**config.mk**
```make
export PLATFORM = sky130hd
export DESIGN_NAME = reg_file_16x32
export DESIGN_NICKNAME = d
export VERILOG_FILES = /design/src/rtl/reg_file_16x32.sv
export SDC_FILE = /design/constraint.sdc
export NUM_CORES = 1
export LEC_CHECK = 0
export ABC_AREA = 0
export BUFFER_PORTS_ARGS = -buffer_cell sky130_fd_sc_hd__clkbuf_2
export CORE_AREA = 2 2 296 298
export CTS_CLUSTER_SIZE = 40
export DETAILED_ROUTE_END_ITERATION = 10
export DIE_AREA = 0 0 298 300
export PLACE_DENSITY = 0.51
export SETUP_SLACK_MARGIN = 0.15
export SLEW_MARGIN = 40
export SYNTH_ARGS = -nofsm -noshare
export SYNTH_HDL_FRONTEND = slang
export SYNTH_SLANG_ARGS = --single-unit
```
**constraint.sdc**
```tcl
create_clock -name clk -period 1.8 [get_ports clk]
set_clock_uncertainty 0.15 [all_clocks]
set_input_delay 0 -clock clk [delete_from_list [all_inputs] [get_ports clk]]
set_output_delay 0 -clock clk [all_outputs]
set_load 0.01 [all_outputs]
```
**src/rtl/reg_file_16x32.sv**
```systemverilog
// rtl/reg_file_16x32.sv - 16x32 register file, R15 is the PC with its own increment path.
// Optional write-through read bypass when REG_FILE_BYPASS_EN is defined.
module reg_file_16x32 #(
    parameter int                 WIDTH    = 32,
    parameter logic [WIDTH-1:0]   PC_STEP  = WIDTH'(4),
    parameter logic [WIDTH-1:0]   PC_RESET = '0
) (
    input  logic             clk,
    input  logic             reset,
    input  logic             we,
    input  logic [3:0]       rw,
    input  logic [WIDTH-1:0] pw,
    input  logic             pc_inc,
    input  logic [3:0]       ra,
    input  logic [3:0]       rb,
    input  logic [3:0]       rd,
    output logic [WIDTH-1:0] pa,
    output logic [WIDTH-1:0] pb,
    output logic [WIDTH-1:0] pd,
    output logic [WIDTH-1:0] pc
);

    logic [WIDTH-1:0] regs [16];
    logic [15:0]      load_en;

    always_comb begin
        load_en = '0;
        if (we) begin
            load_en[rw] = 1'b1;
        end
    end

    always_ff @(posedge clk) begin
        if (reset) begin
            for (int i = 0; i < 15; i++) begin
                regs[i] <= '0;
            end
            regs[15] <= PC_RESET;
        end else begin
            for (int i = 0; i < 15; i++) begin
                if (load_en[i]) begin
                    regs[i] <= pw;
                end
            end
            // An explicit write to R15 takes priority over the increment.
            if (load_en[15]) begin
                regs[15] <= pw;
            end else if (pc_inc) begin
                regs[15] <= regs[15] + PC_STEP;
            end
        end
    end

`ifdef REG_FILE_BYPASS_EN
    assign pa = (we && (ra == rw)) ? pw : regs[ra];
    assign pb = (we && (rb == rw)) ? pw : regs[rb];
    assign pd = (we && (rd == rw)) ? pw : regs[rd];
    assign pc = (we && (rw == 4'hF)) ? pw : regs[15];
`else
    assign pa = regs[ra];
    assign pb = regs[rb];
    assign pd = regs[rd];
    assign pc = regs[15];
`endif

endmodule

```
**Word-level counts from Yosys, hierarchy flattened**

Memory sizes are Yosys's and may differ from the RTL's.
Cells that the tools add are included.

- Memory bits (writable): 512
- Bits of input ports: 52
- Register bits: 0
- Memories kept: 1

- Add/subtract/negate cells: 1
- $lt $le $gt $ge: 2
- Bitwise logic cells: 17
- Muxes and demuxes: 74
- Reduce and logical (&&, ||, !) cells: 1

Memories:

| name | depth | width | rd ports | clocked after Yosys merged registers in | write ports | RTL line | RTL |
|---|---|---|---|---|---|---|---|
| regs | 16 | 32 | 4 | 0 | 16 | 23 | `logic [WIDTH-1:0] regs [16];` |

Operators by type and width:

| cell | number |
|---|---|
| two-way mux 32 bit | 17 |
| two-way mux 1 bit | 55 |
| adder 32 x 3 -> 32 bit, second input constant | 1 |
| bitwise OR 1 bit | 17 |
| two-way mux 16 bit | 1 |
| less-than comparator 4 x 5 -> 1 bit, second input constant | 1 |
| demux 1 bit (select 4 bit) | 1 |
| >= comparator 4 x 1 -> 1 bit, second input constant | 1 |
| logical AND 1 bit | 1 |

**Depth between registers and ports, before layout**

- Depth after elaboration: 10
- Gate-level depth with buffers: 7
- Depth with buffers taken out: 6

**Least setup slack after synthesis**

OpenSTA, ideal clock, no wires.

- Path type: reg2reg
- Start: memory regs[15][10]
- End: memory regs[15][19], data pin
- Buffers on the path: 2
- Stages on the path, launching flop included: 8
- Required time: 1.376 ns
- Setup slack: -0.132 ns
- Arrival time: 1.508 ns
- Path through: edfxtp_1 -> and4_1 -> and3_1 -> buf_2 -> buf_2 -> nand3_1 -> xor2_1 -> o22ai_1

RTL lines:

| element | RTL line |
|---|---|
| from (decl) | 23 |

==> flow_summary.json <==
{
  "hold_viol": 0,
  "drt-initial-drc-count": 2171,
  "syn_to_final_growth_pct": 25.7,
  "fin_hold_ws_ns": 0.152,
  "grt_max_degree": 49,
  "vias_per_cell": 5.99,
  "powerDensity_nw_per_um2": 878,
  "dp_hpwl_microns": 69400,
  "violations": "setup timing",
  "antennaDiodeCount": 0,
  "fin_util_pct": 44.9,
  "hold_class": "input port to register",
  "final_nets": 2230,
  "ys_seq_area_share_pct": 50.0,
  "netlist_area_sq_um": 30800,
  "drive_gt1_share_pct": 49.6,
  "finalCritPeriodShare_pct": 140,
  "die_area_sq_um": 89400,
  "yosysWarnings": 0,
  "drv_cap": 0,
  "fin_crit_ns": 2.52,
  "core_area_sq_um": 86200,
  "cts_buffer_depth": 3,
  "slew_headroom_pct": 61.3,
  "h-tree-depth": 2,
  "drv_slew": 0,
  "grt_pass1_vias": 20800,
  "regMostFlops": "regs",
  "ys_ff_latch": 512,
  "num_vias": 20300,
  "cts.clk_slew.worst_paths_ns": 0.06,
  "n_fill_cell": 7560,
  "p_leak_nw": 13.9,
  "place_congestion": 0.838,
  "min_from": "rw[0]",
  "reg2reg_from": "regs[15][13]",
  "globalRoute.totalOverflow": 0,
  "ys_types": 38,
  "cts-buffers-inserted": 58,
  "rows": 108,
  "setup_viol": 120,
  "cts_sinks": 512,
  "ant_nets": 0,
  "crit_start": "regs[15][10]",
  "largest_reg_flops": 512,
  "setup_ws_ns": -0.725,
  "max_freq_mhz": 396,
  "rsz0062_at_grt": "true",
  "worstPathRequired_ns": 1.65,
  "firstDrtPassIters": 7,
  "io_buffer_count": 179,
  "regArea_sq_um": 15400,
  "ioPinCount": 180,
  "start_util_pct": 35.7,
  "crit_type": "register to primary output",
  "postSynthAreaPerCell_sq_um": 17.9,
  "cts_tree": "yes",
  "root_buffer": "clkbuf_16",
  "final_common_cell": "edfxtp_1",
  "worst_pin_slew_ns": 0.580,
  "finalPower_mw": 34.0,
  "grt_pass1_wl_microns": 155000,
  "cp.arrival_ns": 2.37,
  "ir_drop_mv": 0.792,
  "cp_max_fo": 4,
  "track_usage_pct": 24.2,
  "final_cell_mix": "512 x edfxtp_1, 388 x mux4_2, 333 x nor2_1",
  "fin_cells": 3380,
  "crit_path_end_kind": "primary output",
  "reg_top3": "regs: 512 flops",
  "syn_nets": 1772,
  "placed_cells": 3163,
  "wl_per_cell_microns": 32.4,
  "antenna_found_initial": 1,
  "startpoint_type": "register",
  "drt-total-wl_microns": 110000,
  "insertion_delay_ns": 0.63,
  "outcome": "finished with violations",
  "dieHeight_microns": 300,
  "die_w_microns": 298,
  "multi_input_area_sq_um": 13900,
  "drc_errors": 0,
  "syn_inst": 1719
}
where the power goes:
| group | internal, mW | switching, mW | leakage, nW | total [mW] |
|---|---|---|---|---|
| clock | 7.14 | 5.11 | 0.942 | 12.2 |
| sequential | 14.1 | 0.672 | 4.96 | 14.7 |
| combinational | 3.82 | 3.18 | 8.03 | 6.99 |
| total | 25.0 | 8.96 | 13.9 | 34.0 |
worst max-delay path: stages, from the launching register on:
cell      delay [ns]
edfxtp_1        0.43
buf_6           0.16
mux4_2          0.46
mux4_2          0.54
buf_6           0.15
per-stage QoR:
step           cell area, sq um  worst slack (ns)  TNS (ns)
6_report                  38700            -0.725    -69.72
5_1_grt                   38700            -0.780    -76.06
4_1_cts                   38000            -0.753    -70.32
3_5_place_dp              35100            -0.230    -14.02
3_3_place_gp              35100            -0.216    -13.09
2_1_floorplan             30900           -0.0798    -0.590
synthesized netlist by cell type:
cell / number / area, sq um
edfxtp_1: 512 / 15400
mux4_2: 356 / 8020
nor2_1: 338 / 1270
mux4_1: 103 / 2710
clkbuf_1: 78 / 293
clkbuf_8: 44 / 606
nand2b_1: 42 / 263
buf_6: 36 / 405
inv_1: 33 / 124
xor2_1: 22 / 193
mux4_4: 21 / 526
nand2_1: 17 / 63.8
nand3_1: 14 / 70.1
mux2i_1: 13 / 130
buf_2: 12 / 60.1
nand4_1: 9 / 56.3
and3_1: 7 / 43.8
and2_1: 6 / 37.5
buf_12: 6 / 120
buf_8: 6 / 90.1
o22ai_1: 6 / 37.5
xnor2_1: 6 / 52.6
a21oi_1: 5 / 25.0
and4_1: 5 / 43.8
a211oi_1: 4 / 30.0
a41o_1: 3 / 30.0
nor2b_1: 3 / 18.8
buf_1: 2 / 7.51
a21o_1: 1 / 7.51
a31o_2: 1 / 8.76
ha_1: 1 / 12.5
mux2_2: 1 / 11.3
nor3_1: 1 / 5.00
nor3b_1: 1 / 7.51
o21ai_1: 1 / 5.00
or2_2: 1 / 6.26
or3_1: 1 / 6.26
or3b_2: 1 / 8.76
area by class of cell:
| cell class | instances | area share, % |
|---|---|---|
| multi-input cells | 990 | 35.8 |
| clock inverters | 42 | 1.12 |
| clock buffers | 66 | 3.89 |
| inverters | 33 | 0.320 |
| well taps | 1155 | 3.74 |
| flip-flops and latches | 512 | 39.8 |
| repair buffers | 582 | 15.4 |
logic make-up (layout without fill, tap and decap cells):
| kind of cell | after synthesis | count (layout) | share of synthesized area, % |
|---|---|---|---|
| simple gates | 446 | 446 | 6.17 |
| flops | 512 | 512 | 50.0 |
| mux | 494 | 494 | 37.0 |
| fa+ha+maj | 1 | 1 | 0.0407 |
| compound gates | 21 | 21 | 0.468 |
| xor+xnor | 28 | 28 | 0.797 |
| buf+inv | 217 | 723 | 5.54 |
final timing paths:
kind | end | cells after the start | slack, ns
hold reg to reg | regs[15][2] | 2 | 0.59
setup / recovery | pd[10] | 4 | -0.72
hold / removal | regs[3][7] | 5 | 0.15
setup reg to reg | regs[15][20] | 9 | -0.37
what timing repair did:
item,in CTS,in global routing
gates resized for setup,99,142
buffers inserted,47,21
cloned,0,2
hold endpoints to repair,539,0
pin swaps,24,12
endpoints found under the setup margin,127,429
hold buffers,39,0
metal layers:
metal	vias to the layer above	share of wire [%]	global-route usage, %
met5	-	0.012	0
met4	2	3.2	6.92
met3	196	8.6	5.09
met2	1180	48	40.0
met1	10800	40	32.6
li1	8081	-	-
No activity file was read; power rests on OpenSTA's default activity.
